==> src/rtl/sprite_plot_scheduler.sv <==
`default_nettype none
`timescale 1ns/1ps
// ============================================================================
// Module      : sprite_plot_scheduler
// Description : Shares one VGA plot port between N_REQ sprite requesters.
//               Each granted move erases the requester's previously drawn
//               bounding box with BG_COLOUR, then draws the new box from the
//               granted sprite's ROM. Round-robin arbitration; a granted
//               move always runs to completion.
// Ports       : clock, reset          - clock / synchronous active-high reset
//               req                   - per-requester level move request
//               new_x/new_y           - packed top-left position per requester
//               size_w/size_h         - packed (width-1)/(height-1)
//               grant, done, busy     - service handshake / status
//               sprite_x/sprite_y     - ROM address offset for granted sprite
//               sprite_colour         - ROM data, one cycle after the address
//               x_final/y_final/colour/plot - pixel stream to vga_adapter
// Revision    : 1.0 - initial release
// ============================================================================
module sprite_plot_scheduler #(
    parameter int         N_REQ       = 2,
    parameter logic [2:0] BG_COLOUR   = 3'b000,
    parameter logic [2:0] TRANSPARENT = 3'b111,
    parameter int         SCREEN_W    = 320,
    parameter int         SCREEN_H    = 240
) (
    input  logic                 clock,
    input  logic                 reset,
    input  logic [N_REQ-1:0]     req,
    input  logic [9*N_REQ-1:0]   new_x,
    input  logic [8*N_REQ-1:0]   new_y,
    input  logic [6*N_REQ-1:0]   size_w,
    input  logic [6*N_REQ-1:0]   size_h,
    output logic [N_REQ-1:0]     grant,
    output logic [N_REQ-1:0]     done,
    output logic                 busy,
    output logic [5:0]           sprite_x,
    output logic [5:0]           sprite_y,
    input  logic [2:0]           sprite_colour,
    output logic [8:0]           x_final,
    output logic [7:0]           y_final,
    output logic [2:0]           colour,
    output logic                 plot
);

    localparam int c_IW = (N_REQ > 1) ? $clog2(N_REQ) : 1;

    localparam logic [2:0] c_S_IDLE  = 3'd0;
    localparam logic [2:0] c_S_ERASE = 3'd1;
    localparam logic [2:0] c_S_DRAW  = 3'd2;
    localparam logic [2:0] c_S_DRAIN = 3'd3;
    localparam logic [2:0] c_S_DONE  = 3'd4;

    logic [2:0]       r_state;
    logic [c_IW-1:0]  r_rr;
    logic [c_IW-1:0]  r_cur;

    // Last drawn box per requester
    logic [8:0]       r_old_x [N_REQ];
    logic [7:0]       r_old_y [N_REQ];
    logic [5:0]       r_old_w [N_REQ];
    logic [5:0]       r_old_h [N_REQ];
    logic [N_REQ-1:0] r_drawn;

    // Box being erased (r_e*) and box being drawn (r_n*) for the current grant
    logic [8:0]       r_ex, r_nx;
    logic [7:0]       r_ey, r_ny;
    logic [5:0]       r_ew, r_eh, r_nw, r_nh;

    logic [5:0]       r_cx, r_cy;
    logic [N_REQ-1:0] r_grant, r_done;

    // Output stage
    logic [8:0]       r_x_final;
    logic [7:0]       r_y_final;
    logic             r_pix;
    logic             r_pix_draw;
    logic             r_pix_clip;

    logic [8:0]       w_nx [N_REQ];
    logic [7:0]       w_ny [N_REQ];
    logic [5:0]       w_nw [N_REQ];
    logic [5:0]       w_nh [N_REQ];

    generate
        for (genvar g = 0; g < N_REQ; g++) begin : g_unpack
            assign w_nx[g] = new_x[9*g +: 9];
            assign w_ny[g] = new_y[8*g +: 8];
            assign w_nw[g] = size_w[6*g +: 6];
            assign w_nh[g] = size_h[6*g +: 6];
        end
    endgenerate

    // Round-robin pick: lowest requester at or above r_rr, else lowest overall.
    logic             w_hit_hi, w_hit_lo;
    logic [c_IW-1:0]  w_pick_hi, w_pick_lo, w_pick;
    logic [N_REQ-1:0] w_pick_oh, w_cur_oh;

    always_comb begin
        w_hit_hi  = 1'b0;
        w_hit_lo  = 1'b0;
        w_pick_hi = '0;
        w_pick_lo = '0;
        for (int j = N_REQ - 1; j >= 0; j--) begin
            if (req[j]) begin
                w_hit_lo  = 1'b1;
                w_pick_lo = c_IW'(j);
                if (j >= int'(r_rr)) begin
                    w_hit_hi  = 1'b1;
                    w_pick_hi = c_IW'(j);
                end
            end
        end
        w_pick = w_hit_hi ? w_pick_hi : w_pick_lo;
        for (int j = 0; j < N_REQ; j++) begin
            w_pick_oh[j] = (w_pick == c_IW'(j));
            w_cur_oh[j]  = (r_cur == c_IW'(j));
        end
    end

    // Scan geometry for whichever box the current state walks
    logic       w_erasing;
    logic [8:0] w_base_x;
    logic [7:0] w_base_y;
    logic [5:0] w_lim_w, w_lim_h;
    logic [9:0] w_sum_x, w_sum_y;
    logic       w_clip, w_last_x, w_last;

    always_comb begin
        w_erasing = (r_state == c_S_ERASE);
        w_base_x  = w_erasing ? r_ex : r_nx;
        w_base_y  = w_erasing ? r_ey : r_ny;
        w_lim_w   = w_erasing ? r_ew : r_nw;
        w_lim_h   = w_erasing ? r_eh : r_nh;
        w_sum_x   = {1'b0, w_base_x} + {4'b0000, r_cx};
        w_sum_y   = {2'b00, w_base_y} + {4'b0000, r_cy};
        w_clip    = (w_sum_x >= 10'(SCREEN_W)) || (w_sum_y >= 10'(SCREEN_H));
        w_last_x  = (r_cx == w_lim_w);
        w_last    = w_last_x && (r_cy == w_lim_h);
    end

    always_ff @(posedge clock) begin
        if (reset) begin
            r_state    <= c_S_IDLE;
            r_rr       <= '0;
            r_cur      <= '0;
            r_drawn    <= '0;
            r_ex       <= '0;
            r_ey       <= '0;
            r_ew       <= '0;
            r_eh       <= '0;
            r_nx       <= '0;
            r_ny       <= '0;
            r_nw       <= '0;
            r_nh       <= '0;
            r_cx       <= '0;
            r_cy       <= '0;
            r_grant    <= '0;
            r_done     <= '0;
            r_x_final  <= '0;
            r_y_final  <= '0;
            r_pix      <= 1'b0;
            r_pix_draw <= 1'b0;
            r_pix_clip <= 1'b0;
            for (int i = 0; i < N_REQ; i++) begin
                r_old_x[i] <= '0;
                r_old_y[i] <= '0;
                r_old_w[i] <= '0;
                r_old_h[i] <= '0;
            end
        end else begin
            r_pix  <= 1'b0;
            r_done <= '0;
            case (r_state)
                c_S_IDLE: begin
                    if (w_hit_lo) begin
                        r_cur   <= w_pick;
                        r_grant <= w_pick_oh;
                        r_nx    <= w_nx[w_pick];
                        r_ny    <= w_ny[w_pick];
                        r_nw    <= w_nw[w_pick];
                        r_nh    <= w_nh[w_pick];
                        r_ex    <= r_old_x[w_pick];
                        r_ey    <= r_old_y[w_pick];
                        r_ew    <= r_old_w[w_pick];
                        r_eh    <= r_old_h[w_pick];
                        r_cx    <= '0;
                        r_cy    <= '0;
                        r_state <= r_drawn[w_pick] ? c_S_ERASE : c_S_DRAW;
                    end
                end
                c_S_ERASE, c_S_DRAW: begin
                    // One pixel per cycle; clipped pixels still occupy their slot.
                    r_x_final  <= w_sum_x[8:0];
                    r_y_final  <= w_sum_y[7:0];
                    r_pix      <= 1'b1;
                    r_pix_draw <= !w_erasing;
                    r_pix_clip <= w_clip;
                    if (w_last_x) begin
                        r_cx <= '0;
                        r_cy <= w_last ? 6'd0 : r_cy + 6'd1;
                    end else begin
                        r_cx <= r_cx + 6'd1;
                    end
                    if (w_last) begin
                        r_state <= w_erasing ? c_S_DRAW : c_S_DRAIN;
                    end
                end
                c_S_DRAIN: begin
                    // Output stage is showing the last drawn pixel this cycle.
                    r_done  <= w_cur_oh;
                    r_state <= c_S_DONE;
                end
                c_S_DONE: begin
                    r_old_x[r_cur] <= r_nx;
                    r_old_y[r_cur] <= r_ny;
                    r_old_w[r_cur] <= r_nw;
                    r_old_h[r_cur] <= r_nh;
                    r_drawn[r_cur] <= 1'b1;
                    r_grant        <= '0;
                    r_rr           <= (r_cur == c_IW'(N_REQ - 1)) ? '0 : r_cur + c_IW'(1);
                    r_state        <= c_S_IDLE;
                end
                default: r_state <= c_S_IDLE;
            endcase
        end
    end

    assign grant    = r_grant;
    assign done     = r_done;
    assign busy     = (r_state != c_S_IDLE);
    assign sprite_x = r_cx;
    assign sprite_y = r_cy;
    assign x_final  = r_x_final;
    assign y_final  = r_y_final;

    // ROM data arrives in the same cycle the registered coordinates for that
    // address are presented, so colour and the transparency test use it
    // directly to keep a single cycle of address-to-pixel latency.
    assign colour = (r_pix && r_pix_draw) ? sprite_colour : BG_COLOUR;
    assign plot   = r_pix && !r_pix_clip &&
                    !(r_pix_draw && (sprite_colour == TRANSPARENT));

endmodule
`default_nettype wire

==> config.mk <==
export PLATFORM = sky130hd
export DESIGN_NAME = sprite_plot_scheduler
export DESIGN_NICKNAME = d
export VERILOG_FILES = /design/src/rtl/sprite_plot_scheduler.sv
export SDC_FILE = /design/constraint.sdc
export NUM_CORES = 1
export LEC_CHECK = 0
export BUFFER_PORTS_ARGS = -buffer_cell sky130_fd_sc_hd__clkbuf_2
export CAP_MARGIN = 20
export CORE_ASPECT_RATIO = 2
export CORE_MARGIN = 1.5
export CORE_UTILIZATION = 53
export CTS_CLUSTER_SIZE = 30
export DETAILED_ROUTE_END_ITERATION = 10
export PLACE_DENSITY = 0.78
export SLEW_MARGIN = 20
export SYNTH_ARGS = -nofsm -noshare
export SYNTH_HDL_FRONTEND = slang
export SYNTH_SLANG_ARGS = --single-unit
export TNS_END_PERCENT = 50
==> constraint.sdc <==
create_clock -name clock -period 4.52 [get_ports clock]
set_input_delay 0.678 -clock clock [delete_from_list [all_inputs] [get_ports clock]]
set_output_delay 0.678 -clock clock [all_outputs]
set_load 0.02 [all_outputs]
=== Yosys cells after proc, flatten, opt, wreduce, memory -nomap -nowiden ===
Memories as Yosys holds them, arrays and structs flattened. A register that Yosys moved wholly into a read port is not among the register bits.
Index checks and enable logic that the tools add are counted.

* Bits in registers: 72
* Memory bits (writable): 58
* Output and inout port bits: 38
* Word-level logic and storage cells: 134
* Memories: 4

* $add $sub $neg: 5
* Magnitude comparators: 7
* Equality and inequality tests: 10
* Multiplexer cells: 61
* Bitwise operators: 5
* Reductions and logical operators: 25

{| class="wikitable"
|+ Memory list
! memory !! words !! bits a word !! read ports !! clocked after Yosys merged registers in !! wr ports !! RTL line !! RTL
|-
| r_old_x || 2 || 9 || 1 || 1 || 2 || 59 || <nowiki>logic [8:0] r_old_x [N_REQ];</nowiki>
|-
| r_old_y || 2 || 8 || 1 || 1 || 2 || 60 || <nowiki>logic [7:0] r_old_y [N_REQ];</nowiki>
|-
| r_old_h || 2 || 6 || 1 || 1 || 2 || 62 || <nowiki>logic [5:0] r_old_h [N_REQ];</nowiki>
|-
| r_old_w || 2 || 6 || 1 || 1 || 2 || 61 || <nowiki>logic [5:0] r_old_w [N_REQ];</nowiki>
|}

{| class="wikitable"
|+ Operators by type and width
! kind !! number
|-
| 6-bit 2-to-1 mux || 14
|-
| 9-bit 2-to-1 mux || 5
|-
| 8-bit 2-to-1 mux || 5
|-
| 1-bit 2-to-1 mux || 27
|-
| 6-bit case mux with 2 select lines || 2
|-
| 6-bit by 1-bit adder with 6-bit output (second input constant) || 2
|-
| 6-bit == test || 2
|-
| 6-bit OR reduction || 2
|-
| 9-bit by 6-bit adder with 10-bit output || 1
|-
| 10-bit by 9-bit greater-or-equal comparator with 1-bit output (second input constant) || 1
|-
| 8-bit by 6-bit adder with 9-bit output || 1
|-
| 9-bit by 8-bit greater-or-equal comparator with 1-bit output (second input constant) || 1
|-
| 3-bit 2-to-1 mux || 3
|-
| 3-bit case mux with 3 select lines || 1
|-
| 9-bit OR reduction || 1
|-
| 2-bit AND reduction || 4
|-
| 8-bit OR reduction || 1
|-
| 3-bit by 2-bit == test with 1-bit output (second input constant) || 2
|-
| 3-bit == test (second input constant) || 2
|-
| 1-bit logical AND || 6
|-
| 2-bit != test (second input constant) || 3
|-
| 1-bit by 2-bit less-than comparator with 1-bit output (second input constant) || 2
|-
| 2-bit 2-to-1 mux || 2
|-
| 2-bit case mux with 2 select lines || 1
|-
| other kinds (16) || 22
|}

=== Depth between registers and ports, before layout ===
* Depth after elaboration: 9
* Mapped depth: 17
* Depth with buffers taken out: 13

=== Least setup slack after synthesis ===
Ideal clock, no wire load.

* Kind: reg-to-reg
* Start point: reg r_state[1]
* End point: reg r_x_final[8] (netlist: x_final[8])
* Arrival time: 3.090 ns
* Slack: 1.298 ns
* Cell stages (with the launch flop): 18
* Buffers on the path: 4
* Clock period less this slack: 3.222 ns
* Cells stage by stage: dfxtp_1 -> buf_4 -> nor3b_4 -> buf_6 -> clkbuf_1 -> clkbuf_1 -> nand2_1 -> nand2_1 -> ha_1 -> inv_1 -> fa_1 -> inv_1 -> a21oi_1 -> o21ai_0 -> o21ai_0 -> xor2_1 -> nand2_1 -> a21oi_1

* Cells in the longest elaborated chain, start to end: 3
* Elaborated cells between the ends (all ways): 5
* Classes of those cells: 1 x add/sub; 2 x eq/ne; 1 x mux; 1 x reduce/logical

{| class="wikitable"
|+ RTL lines
! what !! RTL line !! RTL
|-
| from (decl) || 54 || <nowiki>logic [2:0] r_state;</nowiki>
|-
| from (signal assigned) || 144 || <nowiki>r_state <= c_S_IDLE;</nowiki>
|-
| from (signal assigned) || 189 || <nowiki>r_state <= r_drawn[w_pick] ? c_S_ERASE : c_S_DRAW;</nowiki>
|-
| from (signal assigned) || 206 || <nowiki>r_state <= w_erasing ? c_S_DRAW : c_S_DRAIN;</nowiki>
|-
| 3-bit by 1-bit == test with 1-bit output || 130, 174 ||
|-
| 9-bit 2-to-1 mux || 131 || <nowiki>w_base_x = w_erasing ? r_ex : r_nx;</nowiki>
|-
| 9-bit by 6-bit adder with 10-bit output || 135 || <nowiki>w_sum_x = {1'b0, w_base_x} + {4'b0000, r_cx};</nowiki>
|-
| to (signal assigned) || 194 || <nowiki>r_x_final <= w_sum_x[8:0];</nowiki>
|-
| to (decl) || 74 || <nowiki>logic [8:0] r_x_final;</nowiki>
|}

Parallel ways exist; a longest one is shown, timed or not.
A chain may end at the register's enable or synchronous reset.

=== Worst setup path after layout ===
* Start point: reg r_state[0]
* End point: reg r_pix_clip

* Cells in the longest elaborated chain, start to end: 5
* Elaborated cells between the ends (all ways): 10
* Classes of those cells: 2 x add/sub; 2 x order compare; 2 x eq/ne; 2 x mux; 2 x reduce/logical

{| class="wikitable"
|+ RTL lines
! what !! RTL line !! RTL
|-
| 3-bit by 1-bit == test with 1-bit output || 130, 174 ||
|-
| 9-bit 2-to-1 mux or 8-bit 2-to-1 mux (tied branches) || 131, 132 ||
|-
| 9-bit by 6-bit adder with 10-bit output or 8-bit by 6-bit adder with 9-bit output (tied branches) || 135, 136 ||
|-
| 10-bit by 9-bit greater-or-equal comparator with 1-bit output or 9-bit by 8-bit greater-or-equal comparator with 1-bit output (tied branches) || 137 || <nowiki>w_clip = (w_sum_x >= 10'(SCREEN_W)) || (w_sum_y >= 10'(SCREEN_H));</nowiki>
|-
| 1-bit logical OR || 137 ||
|-
| to (signal assigned) || 198 || <nowiki>r_pix_clip <= w_clip;</nowiki>
|-
| to (decl) || 78 || <nowiki>logic r_pix_clip;</nowiki>
|}

Parallel ways exist; a longest one is shown, timed or not.

==> results_dict.tcl <==
set metrics [dict create \
    status "completed" \
    synth.top_cell.area_share_pct 26.49 \
    syn-cell-area_um2 7634 \
    clkPwrFrac_pct 27.5 \
    synth_most_common_cell "dfxtp_1" \
    port_buffers 102 \
    ir_drop_uv 294.4 \
    hold_violations 0 \
    end_kind "flip-flop" \
    worstPathRequired_ns 4.87 \
    start_util_pct 54.65 \
    period_needed_ns 3.190 \
    p_leak_nw 3.918 \
    fp.coreArea_um2 13970 \
    final_cell_area_um2 8886 \
    cpLargestDelayFamily "simple AND/OR/NAND/NOR gates" \
    die_x_um 87.86 \
    slew_headroom_pct 35.60 \
    grt_overflow 0 \
    report.final.slew_viol_count 0 \
    fmax_mhz 313.5 \
    ys.warnings.count 0 \
    antenna_found_initial 0 \
    syn_inst 774 \
    min_from "x_final[2]" \
    cpPeakStageDelay_ns 0.71 \
    drv_cap 0 \
    power.density_nw_per_um2 569.5 \
    p_sw_w 0.001900 \
    grt_pass1_wl_um 27380 \
    numCtsBuffers 17 \
    syn_nets 857 \
    cts-htree-levels 4 \
    p_int_w 0.003160 \
    drt_first_pass_iters 5 \
    hold_path.class "reg2reg" \
    grt_max_degree 61 \
    slowest_stage "nor3b_4" \
    die_area_um2 15180 \
    grt_pass1_vias 5628 \
    clock-root-buffer "clkbuf_16" \
    p_sw_share_pct 37.55 \
    finalSetupViolations 0 \
    nets 942 \
    ys_seq_elements 159 \
    ys_types 60 \
    cts_tree "built" \
    critPathLaunch "r_state[0]" \
    cts_setup_buffers 0 \
    diodes 0 \
    fin_tns_setup_ns 0 \
    arrival_ns 3.54 \
    ys_seq_area_share_pct 49.30 \
    seqPwrFrac_pct 40.5 \
    critPathLaunchType "flip-flop" \
    viasPerCell 5.571 \
    placed_area_um2 8312 \
    path_buf_inv 1 \
    clk_latency_ns 0.42 \
    crit_type "reg2reg" \
    yosys-top-cells-area "dfxtp_1, edfxtp_1, mux2i_1" \
    cts_resized 0 \
    clockBufferDepth 2 \
    tightestPinTransition_ns 0.9623 \
    drive_gt1_share_pct 18.23 \
    drcViolationCount 0 \
    ios 103 \
    synth.largest_area_cell "dfxtp_1" \
    synth_edf_count 58 \
    final_antenna_net_count 0 \
    fp-row-count 61 \
    track_usage_pct 23.35 \
    reg2reg_from "r_state[0]" \
    gp_congestion 0.8415 \
    crit_chain "nor3b_4 -> buf_4 -> nand2_1 -> nand2_1 -> ha_1 -> a21o_1 -> a21oi_1 -> o21bai_1 -> a21oi_1 -> xnor2_1 -> nand4b_1 -> a31oi_1" \
    syn_avg_cell_area_um2 9.862 \
    clock_skew_ns 0.008396 \
    drt_wl_total_um 16850 \
    synth_common_cells "dfxtp_1, nor2_1, nand2_1" \
    place_hpwl_um 11980 \
    wl_per_cell_um 15.88 \
    async_flop_share_pct 0 \
    cts.sinks 159 \
    die_h_um 172.7 \
    p_comb_share_pct 32.0 \
    worstPathMaxFanout 16 \
    dr.first_iter.drc_count 284 \
    synth_flop_cell "dfxtp_1" \
    rsz0062_at_grt "false" \
    vias 5911 \
    cts.hold.buffers_added 0 \
    clk_pin_slew_ns 0.07 \
    areaGrowthSynthToFinish_pct 16.41 \
    fill_cells 1150 \
    finalCritPeriodShare_pct 70.57 \
]
==> cell families after synthesis <==
kind of cell             Yosys count  share of synthesized area, %
buffers and inverters             70                         3.884
multiplexers                      70                         9.179
AND/OR/NAND/NOR                  281                         17.69
AO/OA/AOI/OAI                    153                         14.16
adder cells (fa/ha/maj)           18                         3.147
XOR/XNOR                          23                         2.639
flip-flops                       159                         49.30
==> cell usage in the layout, fill, tap and decap left out, drive strengths merged, types with 15 or more instances in the layout <==
cell	count
a211oi	64
a21oi	36
and2	55
buf	15
clkbuf	118
dfxtp	101
edfxtp	58
ha	16
inv	29
mux2i	70
nand2	81
nor2	87
o21ai	16
xnor2	17
==> cell type report <==
type / instances / area [um^2] / share of cell area [%]
Clock inverter: 15 / 148.9 / 1.676
Sequential cell: 159 / 3764 / 42.35
Inverter: 20 / 75.07 / 0.8448
Multi-Input combinational cell: 545 / 3608 / 40.61
Tap cell: 189 / 236.5 / 2.661
Clock buffer: 17 / 425.4 / 4.787
Timing Repair Buffer: 116 / 628.1 / 7.068
==> through the flow <==
stage | std cells | hold WS (ns) | total power, W | worst slack (ns) | utilization [%]
floorplan | 774 | 0.4321 | 0.003221 | 1.298 | -
global placement | 1029 | 0.4379 | 0.003636 | 1.491 | 59.51
detailed placement | 1029 | 0.4439 | 0.003684 | 1.401 | 59.51
CTS | 1061 | 0.4527 | 0.005069 | 1.333 | 63.62
global route | 1061 | 0.4765 | 0.005367 | 1.063 | 63.62
finish | 1061 | 0.4497 | 0.005060 | 1.330 | 63.62
==> layer usage <==
layer	vias to the layer above	wire, um	GRT usage, %
met5	-	0	0
met4	0	561	10.25
met3	39	751	4.391
met2	182	8804	40.87
met1	2758	6736	26.80
li1	2932	-	-
==> worst min-delay path, cell delays in order (launching register included) <==
cell	delay, ns
dfxtp_1	0.31
nand2_1	0.05
a21oi_1	0.05
==> path summary, 6_finish.rpt <==
check	to	slack, ns	cells after the start
max	r_pix_clip	1.33	12
min	x_final[2]	0.45	2
max reg2reg	r_pix_clip	1.33	12
min reg2reg	x_final[2]	0.45	2
==> flip-flops by register name, summed over array words and instances, names as in the netlist, 8 cells and up <==
name	flops
r_old_h	12
r_ey	8
r_nx	9
r_old_w	12
x_final	9
r_old_x	18
y_final	8
r_ex	9
r_old_y	16
r_ny	8
==> power by group through the flow <==
| stage | Sequential, W | Clock [W] | Combinational [W] |
|---|---|---|---|
| 6_report | 0.00205 | 0.00139 | 0.00162 |
| 5_1_grt | 0.00208 | 0.00147 | 0.00182 |
| 4_1_cts | 0.00204 | 0.00140 | 0.00163 |
| 3_5_place_dp | 0.00207 | 0 | 0.00161 |
| 3_3_place_gp | 0.00206 | 0 | 0.00157 |
| 2_1_floorplan | 0.00201 | 0 | 0.00121 |
No activity file was read; power rests on OpenSTA's default activity.
